## config.mk

```make
export PLATFORM = sky130hd
export DESIGN_NAME = rvh_cache_line_burst_ser
export DESIGN_NICKNAME = d
export VERILOG_FILES = /design/src/rtl/rvh_uncore_param_pkg.sv /design/src/rtl/rvh_cache_line_burst_ser.sv
export SDC_FILE = /design/constraint.sdc
export NUM_CORES = 1
export LEC_CHECK = 0
export BUFFER_PORTS_ARGS = -buffer_cell sky130_fd_sc_hd__clkbuf_2
export CAP_MARGIN = 10
export CORE_MARGIN = 10
export CORE_UTILIZATION = 40
export DETAILED_ROUTE_END_ITERATION = 8
export MAX_ROUTING_LAYER = met4
export PLACE_DENSITY = 0.69
export SYNTH_ARGS = -nofsm -noshare
export SYNTH_HDL_FRONTEND = slang
export SYNTH_SLANG_ARGS = --single-unit
```

## constraint.sdc

```tcl
create_clock -name clk -period 23.3 [get_ports clk]
set_clock_uncertainty 0.1 [all_clocks]
set_input_delay 1.165 -clock clk [delete_from_list [all_inputs] [get_ports clk]]
set_output_delay 1.165 -clock clk [all_outputs]
set_load 0.02 [all_outputs]
```

## src/rtl/rvh_uncore_param_pkg.sv

```systemverilog
// Uncore data-channel parameters and burst serializer types.
// Shared by the cache-line burst serializer.
package rvh_uncore_param_pkg;

   localparam int DATA_LINE_W         = 512;
   localparam int DATA_LENGTH_PER_PKG = 64;
   localparam int DATA_BURST_NUM      = 8;
   localparam int DATA_BURST_NUM_W    = 3;

   typedef logic [DATA_BURST_NUM_W-1:0]    burst_idx_t;
   typedef logic [DATA_LENGTH_PER_PKG-1:0] burst_beat_t;

   typedef enum logic [0:0] {
      SER_IDLE = 1'b0,
      SER_SEND = 1'b1
   } ser_state_e;

endpackage

```

## src/rtl/rvh_cache_line_burst_ser.sv

```systemverilog
// Cache line to uncore beat serializer, back-to-back capable.
// Optional `BURST_CRITICAL_WORD_FIRST_EN: start at line_crit_i.
module rvh_cache_line_burst_ser
   import rvh_uncore_param_pkg::*;
#(
   parameter int LINE_W   = DATA_LINE_W,
   parameter int BEAT_W   = DATA_LENGTH_PER_PKG,
   parameter int BEAT_NUM = DATA_BURST_NUM,
   parameter int IDX_W    = DATA_BURST_NUM_W,
   parameter int TXN_W    = 8
) (
   input  logic              clk,
   input  logic              rst,
   input  logic              line_vld_i,
   output logic              line_rdy_o,
   input  logic [LINE_W-1:0] line_data_i,
   input  logic [IDX_W-1:0]  line_crit_i,
   input  logic [TXN_W-1:0]  line_txn_i,
   output logic              beat_vld_o,
   input  logic              beat_rdy_i,
   output logic [BEAT_W-1:0] beat_data_o,
   output logic [IDX_W-1:0]  beat_idx_o,
   output logic              beat_last_o,
   output logic [TXN_W-1:0]  beat_txn_o,
   output logic              busy_o
);

   localparam int CNT_W = IDX_W + 1;
   localparam logic [CNT_W-1:0] LAST_CNT = CNT_W'(BEAT_NUM - 1);

   generate
      if ((BEAT_NUM * BEAT_W != LINE_W) ||
          ((BEAT_NUM & (BEAT_NUM - 1)) != 0) ||
          (BEAT_NUM != (1 << IDX_W))) begin : g_bad_cfg
         $error("burst_ser: bad line/beat geometry");
      end
   endgenerate

   ser_state_e        state_q;
   logic [LINE_W-1:0] line_q;
   logic [IDX_W-1:0]  idx_q;
   logic [CNT_W-1:0]  cnt_q;
   logic [TXN_W-1:0]  txn_q;
   logic [IDX_W-1:0]  start_idx;
   logic              line_fire;
   logic              beat_fire;
   logic              sending;

`ifdef BURST_CRITICAL_WORD_FIRST_EN
   assign start_idx = line_crit_i;
`else
   logic unused_crit;
   assign unused_crit = ^line_crit_i;
   assign start_idx   = '0;
`endif

   assign sending     = (state_q == SER_SEND);
   assign beat_vld_o  = sending;
   assign busy_o      = sending;
   assign beat_last_o = sending && (cnt_q == LAST_CNT);
   assign beat_idx_o  = idx_q;
   assign beat_txn_o  = txn_q;
   assign beat_data_o = line_q[int'(idx_q) * BEAT_W +: BEAT_W];

   // Refill on the last beat's fire keeps the channel bubble-free.
   assign line_rdy_o  = !sending || (beat_last_o && beat_rdy_i);
   assign line_fire   = line_vld_i && line_rdy_o;
   assign beat_fire   = beat_vld_o && beat_rdy_i;

   always_ff @(posedge clk) begin
      if (line_fire) begin
         line_q <= line_data_i;
      end
   end

   always_ff @(posedge clk or negedge rst) begin
      if (!rst) begin
         state_q <= SER_IDLE;
         idx_q   <= '0;
         cnt_q   <= '0;
         txn_q   <= '0;
      end else if (line_fire) begin
         state_q <= SER_SEND;
         idx_q   <= start_idx;
         cnt_q   <= '0;
         txn_q   <= line_txn_i;
      end else if (beat_fire) begin
         idx_q <= idx_q + 1'b1;
         if (beat_last_o) begin
            state_q <= SER_IDLE;
            cnt_q   <= '0;
         end else begin
            cnt_q <= cnt_q + 1'b1;
         end
      end
   end

endmodule

```

Word level (Yosys, flattened, before mapping)
Index checks and enable logic that the tools add are counted.

cells by class
  add/sub/neg operators = 2
  equality and inequality tests = 1
  shift-type cells = 1
  multiplexer cells = 8
  reduce and logical (&&, ||, !) cells = 9

operator list
  cell                                           count
  variable part select 512 x 10 -> 64 bit        1
  2-to-1 mux 4 bit                               3
  2-to-1 mux 3 bit                               2
  adder 4 x 1 -> 4 bit, second input constant    1
  == test 4 x 3 -> 1 bit, second input constant  1
  logical AND 1 bit                              4
  nonzero test 2 bit                             2
  adder 3 x 1 -> 3 bit, second input constant    1
  2-to-1 mux 1 bit                               3
  AND reduction 2 bit                            1
  logical NOT 1 bit                              1
  logical OR 1 bit                               1

word-level totals
  register bits = 528
  output and inout port bits = 79

Logic depth before layout (Yosys ltp)
  depth after elaboration = 7
  depth in mapped cells = 5
  depth with buffers taken out = 4

Least setup slack after synthesis
OpenSTA, ideal clock, no wires.

  path type = register -> register
  start point = register state_q, in the netlist beat_vld_o
  end point = register txn_q[0], in the netlist beat_txn_o[0]
  data arrival time = 17.134 ns
  setup slack = 5.923 ns
  cell stages (with the launch flop) = 3
  path through = dfrtp_1 -> a21oi_2 -> mux2_2

between the ends
  word-level cells in the longest chain between the ends = 4

RTL lines
  element                 line                            source
  from (decl)             rvh_cache_line_burst_ser.sv:39  ser_state_e state_q;
  from (signal assigned)  rvh_cache_line_burst_ser.sv:78  state_q <= SER_IDLE;
  from (signal assigned)  rvh_cache_line_burst_ser.sv:83  state_q <= SER_SEND;
  from (signal assigned)  rvh_cache_line_burst_ser.sv:90  state_q <= SER_IDLE;
  logical AND 1 bit       rvh_cache_line_burst_ser.sv:60  assign beat_last_o = sending && (cnt_q == LAST_CNT);
  logical AND 1 bit       rvh_cache_line_burst_ser.sv:66  assign line_rdy_o = !sending || (beat_last_o && beat_rdy_i);
  logical OR 1 bit (*)    rvh_cache_line_burst_ser.sv:66
  logical AND 1 bit (*)   rvh_cache_line_burst_ser.sv:67  assign line_fire = line_vld_i && line_rdy_o;
  net line_fire           rvh_cache_line_burst_ser.sv:45  logic line_fire;
  to (signal assigned)    rvh_cache_line_burst_ser.sv:86  txn_q <= line_txn_i;
  to (decl)               rvh_cache_line_burst_ser.sv:43  logic [TXN_W-1:0] txn_q;

Mark *: on every way through the listed nets, which the timed path passes. The rest lies on a longest branch.
A chain may end at the register's enable or synchronous reset.

Final worst setup path
  start point = input beat_rdy_i
  end point = register line_q[105] (enable)

between the ends
  word-level cells in the longest chain between the ends = 3

RTL lines
  element               line                            source
  from (decl)           rvh_cache_line_burst_ser.sv:20  input logic beat_rdy_i,
  logical AND 1 bit     rvh_cache_line_burst_ser.sv:66
  logical OR 1 bit      rvh_cache_line_burst_ser.sv:66
  logical AND 1 bit     rvh_cache_line_burst_ser.sv:67
  net line_fire         rvh_cache_line_burst_ser.sv:45
  to (signal assigned)  rvh_cache_line_burst_ser.sv:72  line_q <= line_data_i;
  to (decl)             rvh_cache_line_burst_ser.sv:40  logic [LINE_W-1:0] line_q;

The timed path passes the listed nets, and every way through them passes these cells.

==> flow_metrics.py <==
metrics = {
    "grt": {
        "grt_pass1_vias": 11700,
        "overflow": 0,
        "grt_pass1_wl_mm": 76.7,
        "grtUsageTotal_pct": 18.1,
        "grt_max_degree": 201,
        "antenna_found_initial": 10,
    },
    "worst_setup_path": {
        "worstReg2RegEnd": "line_q[105]",
        "startpoint_type": "input port",
        "critPathMaxStageDelay_ps": 940,
        "r2r_slack_ps": 17550,
        "r2r-start": "cnt_q[0]",
        "critPathKind": "in2reg",
        "cp_common_cell": "buf_4",
        "slowest_stage": "buf_4",
        "crit_path_max_fanout": 84,
        "cp-end-kind": "flip-flop",
        "path_cells": "clkbuf_2, nand4b_1, a21oi_4, buf_4, buf_4, buf_4, buf_4",
        "r2r_cells": 7,
        "cp.required_ps": 23410,
        "critPathArrivalTime_ps": 5960,
    },
    "sta": {
        "fin_crit_sh_pct": 25.1,
        "tightest_slew_ps": 1150,
        "slew_headroom_pct": 23.0,
        "fin_crit_ps": 5850,
        "rsz0062_at_grt": "no",
        "max_freq_mhz": 171,
        "maxSlewViolCount": 0,
        "final-hold-violation-count": 0,
        "setup_viol": 0,
        "setup-tns-final_ps": 0,
    },
    "synthesis": {
        "yosys_warnings": 0,
        "synthTopCellsByArea": "edfxtp_1 77%, mux4_2 14%, mux2_2 4.1%, dfrtp_1 2.0%, buf_6 0.62%",
        "synth_edf_count": 512,
        "synth.distinct_cells": 28,
        "yosysTopAreaCell": "edfxtp_1",
        "synth-async-reset-ratio_pct": 3.03,
        "ys.flop_type": "edfxtp_1",
        "yosysSeqAreaShare_pct": 79.1,
        "synth.net_count": 1334,
        "netlist_area_sq_um": 19900,
        "synth_top_area_share_pct": 77.1,
        "synthCells": 805,
        "yosysMostFrequentCell": "edfxtp_1",
        "synth_common_cells": "512 x edfxtp_1, 128 x mux4_2, 72 x mux2_2, 16 x dfrtp_1, 13 x clkbuf_1",
        "synth_seq_cells": 528,
        "avgSynthCellArea_sq_um": 24.8,
    },
    "placed_design": {
        "gp_congestion": 0.859,
        "numPortBuffers": 602,
        "dp_hpwl_mm": 39.7,
    },
    "detailed_routing": {
        "first_pass_iters": 5,
        "wirelength_mm": 52.8,
        "drc": 0,
        "vias": 10600,
        "drtIter0Drc": 1039,
        "via_per_inst": 4.94,
        "antenna_left": 0,
        "wire_per_inst_microns": 24.6,
    },
    "floorplan": {
        "die_h_microns": 243,
        "ios": 606,
        "rows": 81,
        "core_sq_um": 49200,
        "dieArea_sq_um": 59200,
        "die_w_microns": 243,
        "initial_core_util_pct": 40.6,
    },
    "clock_tree": {
        "root_buffer": "clkbuf_16",
        "clock_sinks": 528,
        "clk_pin_slew_ps": 70,
        "postCtsSetupBuffers": 0,
        "cts_tree": "built",
        "cts.repair.resized": 0,
        "cts_buffers": 54,
        "cts_buffer_depth": 3,
        "cts_max_level": 2,
        "clock_latency_ps": 570,
        "hold_buffers": 0,
    },
    "job": {
        "cap_violations": 0,
    },
    "finish": {
        "utilization_pct": 51.6,
        "nets": 1963,
        "fill_cells": 3912,
        "drive_gt1_share_pct": 60.4,
        "area_growth_syn_to_layout_pct": 27.1,
    },
    "power_and_ir_drop": {
        "p_leak_nw": 9.36,
        "ir_drop_mv": 0.0810,
        "power_density_nw_per_um2": 107,
    },
    "outcome": {
        "status": "complete, no violations",
    },
    "worst_hold_path": {
        "hold_path_class": "in2async",
    },
}
flip-flops by register name, summed over array words and instances (netlist names):
register / count
beat_vld_o: 1
beat_txn_o: 8
beat_idx_o: 3
line_q: 512
cnt_q: 4
critical path, delay by kind of cell:
family          cells  cell delay [ps]
buf+inv             5             3620
simple gates        1              210
compound gates      1              800
metal layers:
layer  share of wire (%)  global-route usage (%)  vias to the layer above
met2                  51                    29.5                      548
met5                   0                       -                        -
li1                    -                       -                     4716
met3                  10                    5.67                       53
met4                 1.5                    4.65                        0
met1                  37                    21.5                     5290
report_power, final:
part	internal (W)	switching, W	total (W)
clock network	0.000473	0.000347	0.000820
logic	0.000340	0.000382	0.000722
registers	0.00112	0.0000565	0.00118
worst max path at each step:
| stage | from | end | slack, ps | cells past startpoint |
|---|---|---|---|---|
| after floorplan | beat_vld_o | beat_txn_o[0] | 5920 | 2 |
| after global placement | beat_rdy_i | line_q[100] | 17010 | 7 |
| after detailed placement | beat_rdy_i | line_q[164] | 16790 | 7 |
| after CTS | beat_rdy_i | line_q[105] | 17440 | 7 |
| after global routing | beat_rdy_i | line_q[102] | 17040 | 7 |
| final | beat_rdy_i | line_q[105] | 17450 | 7 |
cell type report:
class                           count  area [sq um]  area share [%]
Multi-Input combinational cell    235          3920            15.5
Antenna cell                       11          27.5           0.109
Clock inverter                     26           246           0.973
Timing Repair Buffer              612          3100            12.2
Clock buffer                       69          1420            5.59
Inverter                            3          11.3          0.0444
Sequential cell                   528         15800            62.3
Tap cell                          664           831            3.28
layout by cell type, fill, tap and decap left out, types with 4 or more instances in the layout:
cell type,n
clkinv_2,11
diode_2,11
clkbuf_2,602
clkinv_1,7
bufinv_16,4
dfrtp_1,13
clkbuf_16,54
mux4_2,128
nand2_1,5
buf_4,9
edfxtp_1,512
mux2_2,72
o21ai_0,5
clkbuf_1,14
stage by stage:
step	power, W	cell area (sq um)	cells	hold WS [ps]	worst slack, ps
6_report	0.00272	25300	2148	396	17450
5_1_grt	0.00284	25300	2147	387	17040
4_1_cts	0.00276	25300	2137	365	17440
3_5_place_dp	0.00194	23700	2042	400	16790
3_3_place_gp	0.00193	23700	2042	392	17010
2_1_floorplan	0.00172	19900	805	390	5920
logic make-up (layout without fill, tap and decap cells):
| family | after synthesis | after routing | synth area share (%) |
|---|---|---|---|
| simple gates | 20 | 20 | 0.558 |
| mux | 201 | 201 | 18.6 |
| flops | 528 | 528 | 79.1 |
| buf+inv | 42 | 710 | 1.25 |
| xor+xnor | 1 | 1 | 0.0439 |
| compound gates | 11 | 11 | 0.339 |
| fa+ha+maj | 2 | 2 | 0.125 |
| other cells | 0 | 11 | 0 |
No activity file was read; power rests on OpenSTA's default activity.
